===== config.mk =====
export PLATFORM = sky130hd
export DESIGN_NAME = rf_write_buffer
export DESIGN_NICKNAME = d
export VERILOG_FILES = /design/src/rtl/rf_pkg.sv /design/src/rtl/rf_fwd_match.sv /design/src/rtl/rf_write_buffer.sv
export SDC_FILE = /design/constraint.sdc
export NUM_CORES = 1
export LEC_CHECK = 0
export CAP_MARGIN = 10
export CELL_PAD_IN_SITES_DETAIL_PLACEMENT = 2
export CELL_PAD_IN_SITES_GLOBAL_PLACEMENT = 2
export CORE_MARGIN = 8
export CORE_UTILIZATION = 33
export CTS_BUF_LIST = sky130_fd_sc_hd__clkbuf_8
export DETAILED_ROUTE_END_ITERATION = 12
export GPL_ROUTABILITY_DRIVEN = 0
export GPL_TIMING_DRIVEN = 0
export PLACE_DENSITY = 0.87
export SLEW_MARGIN = 30
export SYNTH_ARGS = -nofsm -noshare
export SYNTH_HDL_FRONTEND = slang
export SYNTH_SLANG_ARGS = --single-unit

===== constraint.sdc =====
create_clock -name clk -period 4.45 [get_ports clk]
set_input_delay 0.445 -clock clk [delete_from_list [all_inputs] [get_ports clk]]
set_output_delay 0.445 -clock clk [all_outputs]
set_load 0.02 [all_outputs]

===== src/rtl/rf_pkg.sv =====
// Shared definitions for the register-file write path.
//   REG_W / DATA_W : register-number and data widths of the regfile port
//   ZERO_REG       : hard-wired zero register, never written
//   rf_wr_t        : one register write {regnum, data}; used for queue
//                    entries and for the regfile write bundle
package rf_pkg;

   localparam int unsigned      REG_W    = 5;
   localparam int unsigned      DATA_W   = 32;
   localparam logic [REG_W-1:0] ZERO_REG = 5'd0;

   typedef struct packed {
      logic [REG_W-1:0]  regnum;
      logic [DATA_W-1:0] data;
   } rf_wr_t;

endpackage


===== src/rtl/rf_fwd_match.sv =====
// Newest-match search over the pending write queue for one read port.
//   entries : queue storage (only head..head+count-1 are valid)
//   head    : oldest valid slot
//   count   : number of valid slots
//   regnum  : register being read
//   hit     : a valid entry targets regnum (never for the zero register)
//   data    : data of the newest such entry, 0 when no hit
module rf_fwd_match
   import rf_pkg::*;
#(
   parameter int unsigned DEPTH = 4
) (
   input  rf_wr_t                     entries [DEPTH],
   input  logic [$clog2(DEPTH)-1:0]   head,
   input  logic [$clog2(DEPTH+1)-1:0] count,
   input  logic [REG_W-1:0]           regnum,
   output logic                       hit,
   output logic [DATA_W-1:0]          data
);

   localparam int unsigned PW = $clog2(DEPTH);

   logic [PW-1:0] idx;

   // Walk from tail-1 (newest) back towards head; first match wins.
   // count[PW-1:0] is 0 when full, which still lands tail-1 on head-1 mod DEPTH.
   always_comb begin
      hit  = 1'b0;
      data = '0;
      idx  = '0;
      for (int unsigned i = 0; i < DEPTH; i++) begin
         idx = head + count[PW-1:0] - PW'(1) - PW'(i);
         if (!hit && (i < 32'(count)) && (regnum != ZERO_REG) &&
             (entries[idx].regnum == regnum)) begin
            hit  = 1'b1;
            data = entries[idx].data;
         end
      end
   end

endmodule


===== src/rtl/rf_write_buffer.sv =====
// Posted-write queue in front of the register file.
// Accepts register writes from the producer, holds up to DEPTH of them and
// drains one per cycle into the regfile write port whenever drain_en is high.
// Both read ports are forwarded from the newest pending write to the same
// register so readers never observe stale regfile contents.
//   clk, reset                 : clock, synchronous active-high reset
//   in_valid/in_ready          : producer handshake
//   in_regnum/in_data          : write request (register 0 is accepted, dropped)
//   drain_en                   : regfile write port free this cycle
//   wr_regnum/wr_data/wr_enable: regfile write port
//   rdN_regnum, rf_rdN_data    : read address and raw regfile data
//   rdN_data                   : forwarded read data
//   count/full/empty           : occupancy status
module rf_write_buffer
   import rf_pkg::*;
#(
   parameter int unsigned DEPTH = 4,
   parameter int unsigned WIDTH = 32,
   parameter int unsigned REGW  = 5
) (
   input  logic                       clk,
   input  logic                       reset,
   input  logic                       in_valid,
   output logic                       in_ready,
   input  logic [REGW-1:0]            in_regnum,
   input  logic [WIDTH-1:0]           in_data,
   input  logic                       drain_en,
   output logic [REGW-1:0]            wr_regnum,
   output logic [WIDTH-1:0]           wr_data,
   output logic                       wr_enable,
   input  logic [REGW-1:0]            rd1_regnum,
   input  logic [REGW-1:0]            rd2_regnum,
   input  logic [WIDTH-1:0]           rf_rd1_data,
   input  logic [WIDTH-1:0]           rf_rd2_data,
   output logic [WIDTH-1:0]           rd1_data,
   output logic [WIDTH-1:0]           rd2_data,
   output logic [$clog2(DEPTH+1)-1:0] count,
   output logic                       full,
   output logic                       empty
);

   localparam int unsigned PW = $clog2(DEPTH);
   localparam int unsigned CW = $clog2(DEPTH+1);

   rf_wr_t        mem_q [DEPTH];
   rf_wr_t        mem_d [DEPTH];
   logic [PW-1:0] head_q, head_d;
   logic [PW-1:0] tail_q, tail_d;
   logic [CW-1:0] count_q, count_d;
   logic          push, pop;
   logic          hit1, hit2;
   logic [DATA_W-1:0] fwd1, fwd2;

   rf_fwd_match #(.DEPTH(DEPTH)) u_fwd1 (
      .entries (mem_q),
      .head    (head_q),
      .count   (count_q),
      .regnum  (rd1_regnum),
      .hit     (hit1),
      .data    (fwd1)
   );

   rf_fwd_match #(.DEPTH(DEPTH)) u_fwd2 (
      .entries (mem_q),
      .head    (head_q),
      .count   (count_q),
      .regnum  (rd2_regnum),
      .hit     (hit2),
      .data    (fwd2)
   );

   always_comb begin
      count    = count_q;
      full     = (count_q == CW'(DEPTH));
      empty    = (count_q == '0);
      in_ready = !reset && (!full || drain_en);
      push     = in_valid && in_ready && (in_regnum != '0);
      pop      = !reset && drain_en && !empty;
      wr_enable = pop;

      wr_regnum = '0;
      wr_data   = '0;
      if (!reset && !empty) begin
         wr_regnum = mem_q[head_q].regnum;
         wr_data   = mem_q[head_q].data;
      end

      rd1_data = hit1 ? fwd1 : rf_rd1_data;
      rd2_data = hit2 ? fwd2 : rf_rd2_data;

      // When full with push+pop, tail == head: the slot is overwritten at the
      // same edge the regfile captures its old contents, which is safe.
      mem_d   = mem_q;
      head_d  = head_q;
      tail_d  = tail_q;
      count_d = count_q;
      if (pop) begin
         head_d = head_q + PW'(1);
      end
      if (push) begin
         mem_d[tail_q] = '{regnum: in_regnum, data: in_data};
         tail_d        = tail_q + PW'(1);
      end
      case ({push, pop})
         2'b10:   count_d = count_q + CW'(1);
         2'b01:   count_d = count_q - CW'(1);
         default: count_d = count_q;
      endcase
   end

   // Storage is not reset; validity is carried by head/count alone.
   always_ff @(posedge clk) begin
      mem_q <= mem_d;
      if (reset) begin
         head_q  <= '0;
         tail_q  <= '0;
         count_q <= '0;
      end else begin
         head_q  <= head_d;
         tail_q  <= tail_d;
         count_q <= count_d;
      end
   end

endmodule

* After elaboration in Yosys (flattened, before gate mapping)
Index checks and enable logic that the tools add are counted.
W data, S select, Z words.
** Word-level totals
- Bits in registers :: 155
- Bits in latches :: 0
- Memory bits (writable) :: 0
- Bits in read-only memories :: 0
- Input port bits :: 115
- Logic and storage cells :: 131
- Memories :: 0
** Cells by class
- $add $sub $neg :: 9
- $mul :: 0
- Divide/modulo/power cells :: 0
- $lt $le $gt $ge :: 11
- Equality and inequality tests :: 11
- Shifts and indexed selects :: 0
- Mux-type cells :: 39
- Bitwise gates (word level) :: 6
- Reduce and logical (&&, ||, !) cells :: 44
** Operators by type and width (number)
- $mux W37 :: 11
- $bmux W37 S2 :: 5
- $mux W32 :: 11
- $bwmux W148 :: 1
- $demux W37 S2 :: 1
- $eq A5 B5 Y1 :: 8
- $logic_and A1 B1 Y1 :: 29
- $ge A3 B3 Y1 const B :: 6
- $not A2 Y3 :: 6
- $reduce_bool A5 Y1 :: 3
- $logic_not A1 Y1 :: 9
- $mux W1 :: 8
- $lt A1 B3 Y1 const A :: 2
- $lt A2 B3 Y1 const A :: 2
- $pmux W3 S2 :: 1
- $mux W5 :: 1
- $add A2 B1 Y2 const B :: 2
- $sub A2 B1 Y2 const B :: 2
- $sub A2 B2 Y2 const B :: 2
- $add A3 B1 Y3 const B :: 1
- $eq A3 B3 Y1 const B :: 1
- $logic_not A3 Y1 :: 1
- $lt A3 B1 Y1 const B :: 1
- $sub A3 B1 Y3 const B :: 1
- 5 further kinds :: 5

* Logic depth before layout (Yosys ltp)
Gate-level depths: netlist of run 1.
- Depth after elaboration :: 25
- Depth in mapped cells :: 16
- Depth with buffers taken out :: 10

* Cells and area by module
From an unflattened synthesis of run 1, not the netlist that was laid out.
** Unflattened totals
- Cells, all modules :: 1618
- Area total of the unflattened synthesis :: 15571.2 um^2
** By module, submodules not included
- rf_fwd_match :: times used 2, cells each 629, area each 4391.7 um^2, sequential area each 0.0 um^2
- rf_write_buffer :: times used 1, cells each 360, area each 6787.8 um^2, sequential area each 4584.4 um^2

* Least setup slack after synthesis of run 1
OpenSTA, ideal clock, no wires.
- Kind :: reg2out
- Start :: register head_q[0]
- End :: output rd1_data[28]
- Arrival :: 4.281 ns
- Data required time :: 4.005 ns
- Path slack :: -0.276 ns
- Stages on the path, launching flop included :: 14
- Buffers on the path :: 8
- Cells stage by stage :: dfxtp_1 > buf_1 > buf_1 > inv_1 > ha_1 > buf_2 > buf_2 > buf_2 > buf_2 > buf_2 > clkbuf_1 > mux2i_1 > nor2_1 > a211oi_1
** On the way
- Longest elaborated chain between the ends :: 25
- Elaborated cells on any way between the ends :: 47
- Those cells by class :: add/sub: 5; eq/ne: 4; mux: 21; bitwise: 4; reduce/logical: 13
** RTL lines
- start: declaration :: RTL line rf_write_buffer.sv:47 : logic [PW-1:0] head_q, head_d;
- start signal: assignment :: RTL line rf_write_buffer.sv:115 : head_q <= '0;
- start signal: assignment :: RTL line rf_write_buffer.sv:119 : head_q <= head_d;
- $add A2 B2 Y2 * :: RTL line rf_fwd_match.sv:32 : idx = head + count[PW-1:0] - PW'(1) - PW'(i);
- $sub A2 B1 Y2 * :: RTL line rf_fwd_match.sv:32
- $not A2 Y3 (implied by the code) :: RTL line rf_fwd_match.sv:34, rf_fwd_match.sv:36
- $bmux W37 S2 :: RTL line rf_fwd_match.sv:34, rf_fwd_match.sv:36
- $mux W37 (implied by the code) (2 in a row) :: RTL line rf_fwd_match.sv:34 : (entries[idx].regnum == regnum)) begin
- $eq A5 B5 Y1 :: RTL line rf_fwd_match.sv:34
- $logic_and A1 B1 Y1 :: RTL line rf_fwd_match.sv:33 : if (!hit && (i < 32'(count)) && (regnum != ZERO_REG) &&
- $mux W1 :: RTL line rf_fwd_match.sv:33
- (+4 left out)
- $mux W1 :: RTL line rf_fwd_match.sv:33
- $logic_not A1 Y1 :: RTL line rf_fwd_match.sv:33
- $logic_and A1 B1 Y1 (3 in a row) :: RTL line rf_fwd_match.sv:33
- $mux W1 :: RTL line rf_fwd_match.sv:33
- $logic_not A1 Y1 :: RTL line rf_fwd_match.sv:33
- $logic_and A1 B1 Y1 (3 in a row) :: RTL line rf_fwd_match.sv:33
- $mux W32 / $mux W1 (equally long branches) :: RTL line rf_fwd_match.sv:33
- $mux W32 * :: RTL line rf_write_buffer.sv:88 : rd1_data = hit1 ? fwd1 : rf_rd1_data;
- end: declaration :: RTL line rf_write_buffer.sv:35 : output logic [WIDTH-1:0] rd1_data,
Mark *: on every way between the ends. The rest lies on a longest branch, timed or not. The select of a mux whose other input is x is not followed.

* Worst setup path in the final report of run 1
- Start :: register count_q[0] (netlist: count[0])
- End :: output rd2_data[16]
** On the way
- Longest elaborated chain between the ends :: 25
- Elaborated cells on any way between the ends :: 52
- Those cells by class :: add/sub: 5; order compare: 4; eq/ne: 4; mux: 21; bitwise: 4; reduce/logical: 14
** RTL lines
- start: declaration :: RTL line rf_write_buffer.sv:49 : logic [CW-1:0] count_q, count_d;
- start signal: assignment :: RTL line rf_write_buffer.sv:121 : count_q <= count_d;
- $add A2 B2 Y2 :: RTL line rf_fwd_match.sv:32
- $sub A2 B1 Y2 :: RTL line rf_fwd_match.sv:32
- $not A2 Y3 (implied by the code) :: RTL line rf_fwd_match.sv:34, rf_fwd_match.sv:36
- $bmux W37 S2 :: RTL line rf_fwd_match.sv:34, rf_fwd_match.sv:36
- $mux W37 (implied by the code) (2 in a row) :: RTL line rf_fwd_match.sv:34
- $eq A5 B5 Y1 :: RTL line rf_fwd_match.sv:34
- $logic_and A1 B1 Y1 :: RTL line rf_fwd_match.sv:33
- $mux W1 :: RTL line rf_fwd_match.sv:33
- (+4 left out)
- $mux W1 :: RTL line rf_fwd_match.sv:33
- $logic_not A1 Y1 :: RTL line rf_fwd_match.sv:33
- $logic_and A1 B1 Y1 (3 in a row) :: RTL line rf_fwd_match.sv:33
- $mux W1 :: RTL line rf_fwd_match.sv:33
- $logic_not A1 Y1 :: RTL line rf_fwd_match.sv:33
- $logic_and A1 B1 Y1 (3 in a row) :: RTL line rf_fwd_match.sv:33
- $mux W32 / $mux W1 (equally long branches) :: RTL line rf_fwd_match.sv:33
- $mux W32 * :: RTL line rf_write_buffer.sv:89 : rd2_data = hit2 ? fwd2 : rf_rd2_data;
- end: declaration :: RTL line rf_write_buffer.sv:36 : output logic [WIDTH-1:0] rd2_data,
Marked as above.

==> run summary, run 1 <==
Clock skew on the completed layout was measured at 0.0446 ns. After filler insertion, the fill cell instance count of the layout stands at 3707. In the final routed layout, each cell accounts on average for 41.8 um.

From left edge to right edge, the die measures 215 um. The number of levels the H-tree was split into was 4; the highest ir drop seen on vdd was 0.241 mV. Across every metal layer, demand over resource in global routing totals 30.4%. The startpoint type of the worst setup path was a register. Of the available clock period, the critical path in the final layout requires 116%. During synthesis, Yosys emitted a total of 0 warnings. TritonCTS created 17 clock buffers. Leaving out fill and tap cells, the most frequent cells in the layout are mux2i_1, edfxtp_1, clkdlybuf4s50_1. After clock tree synthesis, the flow added hold-fix buffers numbering 0.

Yosys mapped a number of flops with a built-in enable equal to 148. The run gives 14.5k as the number of global-route vias before repair. The final reports fail on negative setup slack. The logs give 60 for the final number of setup-violating endpoints and 14.8% for the clock network fraction of design power. Per-cell via count in the routed design: 7.05. For the number of detailed-routing iterations run before antenna repair, the log shows 5. Counting instances, the worst hold path has a depth of 2.

Along the worst path, the maximum fanout reaches 10. The run gives 0 as the final count of pins violating max slew. Clock-pin slew was measured on the worst setup and hold paths at 0.13 ns. The run gives 0.194 GHz as the highest attainable clock frequency. Port buffering added 211 buffers. In this run the static leakage power is 6.50 nW. For this design, the sink count on the clock tree is 155. The logs give 0 for the max-capacitance violation count and 1.05 ns for the slack of the worst reg-to-reg path.

The final layout contains 1573 nets. The final count of hold timing violations was 0; the share of total power in combinational logic was 63.5%. Leaving out fill and tap cells, the most frequent cell in the layout is mux2i_1. For this run, asynchronously set or reset flops after synthesis account for 0%. The worst setup path is captured at an output pin. Counting I/O delays and the setup requirement, the final critical path takes 5.16 ns. The logs give 223 for the count of boundary I/O pins and 39400 um^2 for the placeable core area. In this run the deepest clock path goes through 2 buffers. The area added between synthesis and finish is 43.8%. Data arrives at the worst endpoint at 4.71 ns.

Total number of placement rows: 73. Summed over all failing endpoints, the final setup total negative slack is -12.31 ns. The internal portion of the total power is 0.00406 W. Registers take 4590 um^2. The worst register-to-register path ends at count[2]$_SDFFE_PP0P_.

The initial antenna violation count is 2, and the measured slew at the worst slew-check pin is 1.14 ns. In this run, flip-flops and latches consume 21.7% of the power. Once the floorplan was initialized, standard cells occupied 33.2% of the core. The run gives 9250 um^2 as the multi-input gate area in the final layout. Routed wire length: 83100 um. Net switching power: 0.00376 W. In this run the vertical extent of the chip is 215 um. The global-route wire length before repair came out at 105000 um. The per-instance average area after synthesis is 11.4 um^2, and the DRC marker count from the first detailed-route iteration is 1833. The logs give 46200 um^2 for the die area and 0.56 ns for the clock network latency to the later pin of the worst-skew pair.

For the number of different library cells in the post-synthesis netlist, the log shows 69. The run gives 31 as the largest net degree at the start of global routing. The path class of the tightest hold or removal check is primary input to register.

The tools report the number of DRC violations after detailed routing as 0. Power spread over the standard cell area amounts to 417 nW/um^2. The number of nets with antenna violations after detailed routing is 0, and the post-layout utilization of the core is 47.7%. The worst hold path terminates at count[2]$_SDFFE_PP0P_.

The critical path is of the register to output pin type. The total number of vias is 14.0k. The run gives -0.708 ns as the final setup slack of the worst path. Detailed placement finished with a half-perimeter wire length of 46400 um.

The cell sitting at the root of the clock tree is a clkbuf_8. The cell count of the worst reg-to-reg path is 11, and the synthesized area is 13100 um^2. Setup repair after global routing could not meet its margin everywhere. TritonCTS built the clock tree.

For this run, the leading register cell type out of synthesis is edfxtp_1. For the worst setup path, the data required time is 4.01 ns. The worst pin sits at a relative slew slack of 21.9%.

In this run, synthesis produced a sequential element count of 155. The switching part of the total works out to 48.1%. The tools report the count of mapped cells out of synthesis as 1143. The overflow left after global routing was 0; the fraction of the yosys area taken by sequential cells was 35.1%. The minimum hold slack came out at 0.409 ns. The share of layout cells above drive strength 1 works out to 36.1%. The startpoint identified for the worst hold timing path is reset. In this run the critical register-to-register path is launched from count[0]$_SDFFE_PP0P_. When the netlist entered floorplanning its net count stood at 1268. The run finished, with violations left.
==> metal layers <==
metal	part of all wire, %	wire length, um	GRT usage [%]
met5	0	0	0
met4	6.5	5430	18.7
met3	11	8750	7.99
met2	46	38400	49.4
met1	37	30500	35.6
==> how the worst max path moves through the flow <==
stage	start	to	cells after the start
2_1_floorplan	head_q[0]$_SDFFE_PP0P_	rd1_data[28]	13
3_3_place_gp	head_q[0]$_SDFFE_PP0P_	rd2_data[23]	15
3_5_place_dp	head_q[0]$_SDFFE_PP0P_	rd2_data[23]	15
4_1_cts	head_q[0]$_SDFFE_PP0P_	rd1_data[22]	19
5_1_grt	count[0]$_SDFFE_PP0P_	rd2_data[16]	12
6_report	count[0]$_SDFFE_PP0P_	rd2_data[16]	12
==> registers in the layout, indices dropped and copies added, names as in the netlist <==
name / count
tail_q: 2
head_q: 2
mem_q: 148
count: 3
==> Yosys cell counts, types with 7 or more instances <==
| library cell | n | area (um^2) |
|---|---|---|
| or3_1 | 25 | 156 |
| a221oi_2 | 20 | 300 |
| ha_1 | 10 | 125 |
| buf_2 | 34 | 170 |
| edfxtp_1 | 148 | 4440 |
| mux2_2 | 36 | 405 |
| a2111oi_0 | 8 | 70.1 |
| nor2b_1 | 40 | 250 |
| buf_4 | 8 | 60.1 |
| o22a_1 | 21 | 184 |
| nand3_1 | 12 | 60.1 |
| nor3_1 | 33 | 165 |
| clkbuf_1 | 62 | 233 |
| nor2_1 | 40 | 150 |
| o2111ai_1 | 27 | 236 |
| mux4_2 | 38 | 856 |
| o221a_1 | 7 | 78.8 |
| xor2_1 | 10 | 87.6 |
| a31oi_1 | 21 | 131 |
| a211oi_1 | 7 | 52.6 |
| dfxtp_1 | 7 | 140 |
| o21a_1 | 21 | 158 |
| o221ai_1 | 31 | 272 |
| inv_1 | 30 | 113 |
| xnor2_1 | 24 | 210 |
| buf_1 | 9 | 33.8 |
| and2_1 | 7 | 43.8 |
| mux2i_1 | 278 | 2780 |
| a21oi_1 | 22 | 110 |
| o2111a_1 | 21 | 236 |
==> cells by family (layout without fill, tap and decap cells) <==
family          after synthesis  in the layout  synth area share [%]
xor+xnor                     37             37                  2.78
mux                         357            357                  31.4
compound gates              237            237                  15.9
buf+inv                     149            467                  5.18
flops                       155            155                  35.1
simple gates                198            198                  8.66
other cells                   0              2                     0
fa+ha+maj                    10             10                 0.958
==> layout make-up <==
type,count,share of cell area (%)
sequential,155,24.5
multi-input combinational,839,49.3
antenna,2,0.0266
tap,525,3.50
clock inverter,15,0.726
clock buffer,17,1.25
buffer,112,4.89
inverter,30,0.680
timing repair buffer,293,15.2
==> worst max-delay path, cell delays in order (launching register included) <==
cell and delay, ns:
dfxtp_4 0.40, clkinvlp_4 0.14, ha_4 0.19, xnor3_2 0.29, buf_6 0.23, buf_4 0.31, buf_6 0.26, buf_4 0.34
mux2i_1 0.97, mux2i_1 0.36, o2111a_1 0.36, o22a_1 0.16, buf_2 0.16
==> metrics by stage <==
step / cells / power (W) / worst slack [ns] / instance area (um^2)
6_report: 1988 / 0.00783 / -0.708 / 18800
5_1_grt: 1988 / 0.00785 / -0.692 / 18800
4_1_cts: 1959 / 0.00696 / -0.0976 / 18100
3_5_place_dp: 1883 / 0.00532 / -1.98 / 15900
3_3_place_gp: 1879 / 0.00519 / -1.79 / 15800
2_1_floorplan: 1143 / 0.00404 / 0.222 / 13100
==> power by group through the flow <==
stage,logic (W),registers [W],clock network (W)
after floorplan,0.00233,0.00170,0
after global placement,0.00348,0.00171,0
after detailed placement,0.00361,0.00171,0
after CTS,0.00418,0.00168,0.00109
after global routing,0.00497,0.00170,0.00118
final,0.00497,0.00170,0.00116
==> what timing repair did <==
action	CTS	global route
gates resized for setup	628	126
pin swaps	64	37
setup endpoints to repair	64	70
gates cloned	3	1
buffers inserted	45	31
(Power assumes the default switching activity.)
==> run 2: changes to the inputs <==
RECOVER_POWER = 50   (was not set)
==> run summary, run 2 (synthesis results as in run 1) <==
The flow ran to the end, but the final reports show violations. The final reports fail on negative setup slack. The area added between synthesis and finish came out at 43.8% (about the same). The detailed-placement wirelength estimate was 46400 um (unchanged); the clock sink count was 155 (unchanged). Leaving out fill and tap cells, the most frequent cells in the layout are mux2i_1, edfxtp_1, clkdlybuf4s50_1.

The initial core utilization is 33.2% (unchanged), and the number of port buffers is 211 (unchanged). The clock-pin slew of the registers on the worst-case setup and hold paths was 0.13 ns (about the same). The cell count of the worst reg-to-reg path came out at 12 (+1). For the die area, the log shows 46200 um^2 (unchanged). The placeable core area was 39400 um^2 (unchanged). In this design, the largest share of critical-path delay is due to buffers and inverters. The number of levels the H-tree was split into was 4 (unchanged); the number of clock buffers inserted by TritonCTS was 17 (unchanged). Per-cell via count in the routed design: 6.98 (-1.0%).

The critical path goes through clkinvlp_4 > ha_4 > buf_6 > buf_12 > mux2i_4 > mux2i_4 > xnor2_2 > nand4_1 > buf_6 > o211ai_1 > buf_4 > buf_12 > buf_12 > o221ai_2 > a211oi_2 > buf_4. The reg-to-reg endpoint was count[2]$_SDFFE_PP0P_. The tools report the sink of the worst hold path as head_q[1]$_SDFFE_PP0P_.

The run gives 2 (unchanged) as the maximum count of clock buffers along a single path. Power per unit of standard cell area: 414 nW/um^2 (-0.60%). Setup repair after global routing could not meet its margin everywhere. The critical path buffer and inverter count was 8 (+2); the leakage power was 6.52 nW (+0.28%). The vertical die dimension was 215 um (unchanged).

The class of the tightest hold or removal check was primary input to register. Tightest slew margin relative to the limit: 29.3% (+7.4 points). The logs give 14.5k (unchanged) for the number of global-route vias before repair and 1883 (unchanged) for the placed instance count. For the number of detailed-routing iterations run before antenna repair, the log shows 5 (unchanged). The slowest stage of the critical path is the o211ai_1 cell. The detail-routed net length per standard cell is 41.0 um (-1.9%), and the worst slack at placement is -1.98 ns (unchanged).

The data arrival time of the critical path is 4.65 ns (-0.06 ns), and the shortest period the worst path allows is 5.09 ns (-0.0659 ns). The summed area of non-filler cells in the final layout is 18800 um^2 (about the same), and the final count of pins violating max slew is 0 (unchanged). The worst setup path is of the register to output pin kind. The register with the most flip-flops was mem_q.

The post-layout utilization of the core is 47.7% (about the same), and the slack of the worst reg-to-reg path is 1.14 ns (+0.09 ns). Net total in the final layout: 1573 (unchanged). The tools report the startpoint type of the worst setup path as a register. The final count of hold timing violations was 0 (unchanged); the max-capacitance violation count was 0 (unchanged). The logs give 0 (unchanged) for the overflow left after global routing and 13.9k (-0.98%) for the total number of vias.

The measured slew at the worst slew-check pin came out at 1.06 ns (-0.0791 ns). The critical path's largest stage delay was 0.71 ns (-0.26 ns); the instance count along the most critical hold path was 2 (unchanged). The global-route wire length before repair is 105000 um (unchanged). The final period utilization was 114% (-1.5 points). The worst register-to-register path begins at count[0]$_SDFFE_PP0P_. DRC marker count from the first detailed-route iteration: 1701 (-7.2%).

For the total number of placement rows, the log shows 73 (unchanged). Total routing resource utilization after global routing: 30.4% (unchanged). The required arrival time at the worst endpoint was 4.01 ns (about the same); the highest attainable clock frequency was 0.196 GHz (+1.3%). The critical-path maximum fanout was 5 (-5); the initial antenna violation count was 4 (+2).

The run gives 1989 (+0.050%) as the number of non-filler instances in the completed layout. The tools report the final number of setup-violating endpoints as 64 (+6.7%). TritonCTS built the clock tree.

The most common cell type on the critical path is buf_12. The tools report the post-place instance area as 15900 um^2 (unchanged). The highest ir drop seen on vdd was 0.246 mV (+1.7%); the horizontal die dimension was 215 um (unchanged). The start point of the worst hold path is reset. The library cell used most frequently in the layout, excluding fill and tap cells, is mux2i_1. The logs give 0 (unchanged) for the number of DRC violations after detailed routing and 0 (unchanged) for the number of nets with antenna violations after detailed routing. The run gives -0.642 ns (+0.0659 ns) as the final setup slack of the worst path. STA classifies the critical path endpoint as an output pin. For the final setup skew, the log shows 0.0454 ns (+0.000843 ns). The largest net degree at the start of global routing came out at 31 (unchanged). The number of flip-flops under the largest register name is 148 (unchanged).

The routed wire length was 81500 um (-1.9%). The clock network latency to the later pin of the worst-skew pair came out at 0.57 ns (about the same). The clock tree root driver cell was clkbuf_8.

The share of layout cells above drive strength 1 was 36.1% (unchanged); the count of boundary I/O pins was 223 (unchanged).
run 2: cell types whose count changed in the layout (fill, tap and decap cells not counted):
cell,change
dlygate4sd3_1,+40
clkdlybuf4s50_1,-40
diode_2,+1
run 2: area by class of cell:
class                      instances  area, um^2
buffer                           112         918
clock buffer                      17         234
timing repair buffer             293        2860
inverter                          30         128
sequential                       155        4590
fill                            3727       20600
clock inverter                    15         136
antenna                            3        7.51
tap                              525         657
multi-input combinational        839        9250
run 2: what timing repair did:
item	in CTS	in global routing
setup buffers	45	31
gates cloned	3	1
pin swaps	64	37
setup endpoints to repair	64	70
hold buffers	0	0
gates resized for setup	628	126
run 2: how the worst max path moves through the flow:
| stage | startpoint | to | slack, ns | depth (start not counted) |
|---|---|---|---|---|
| finish | count[0]$_SDFFE_PP0P_ | rd1_data[22] | -0.64 | 16 |
| global route | count[0]$_SDFFE_PP0P_ | rd1_data[22] | -0.68 | 16 |
| CTS | head_q[0]$_SDFFE_PP0P_ | rd1_data[22] | -0.1 | 19 |
| detailed placement | head_q[0]$_SDFFE_PP0P_ | rd2_data[23] | -1.98 | 15 |
| global placement | head_q[0]$_SDFFE_PP0P_ | rd2_data[23] | -1.79 | 15 |
| floorplan | head_q[0]$_SDFFE_PP0P_ | rd1_data[28] | 0.22 | 13 |
run 2: metrics by stage:
| stage | total power, W | hold slack [ns] | setup TNS [ns] |
|---|---|---|---|
| 4_1_cts | 0.00696 | 0.302 | -0.869 |
| 3_3_place_gp | 0.00519 | 0.526 | -102.98 |
| 3_5_place_dp | 0.00532 | 0.603 | -113.94 |
| 2_1_floorplan | 0.00404 | 0.508 | 0 |
| 6_report | 0.00778 | 0.368 | -18.76 |
| 5_1_grt | 0.00781 | 0.368 | -20.27 |
run 2: power breakdown:
part           leakage [nW]  internal (W)  switching [W]
Combinational          4.94       0.00192        0.00300
Clock                 0.183      0.000485       0.000678
Sequential             1.40       0.00164      0.0000490
run 2: routing by layer:
| metal | global-route usage (%) | up-vias | part of all wire [%] | wire length [um] |
|---|---|---|---|---|
| met5 | 0 | - | 0.013 | 11 |
| met4 | 18.7 | 2 | 6.5 | 5280 |
| met3 | 7.99 | 420 | 10 | 8310 |
| met2 | 49.4 | 1206 | 46 | 37600 |
| met1 | 35.6 | 7050 | 37 | 30300 |
| li1 | - | 5197 | - | - |
==> run 3: changes to the inputs <==
CAP_MARGIN = 20   (was 10)
==> results of run 3 <==
Final layout, timing and power as in run 2 (identical DEF).
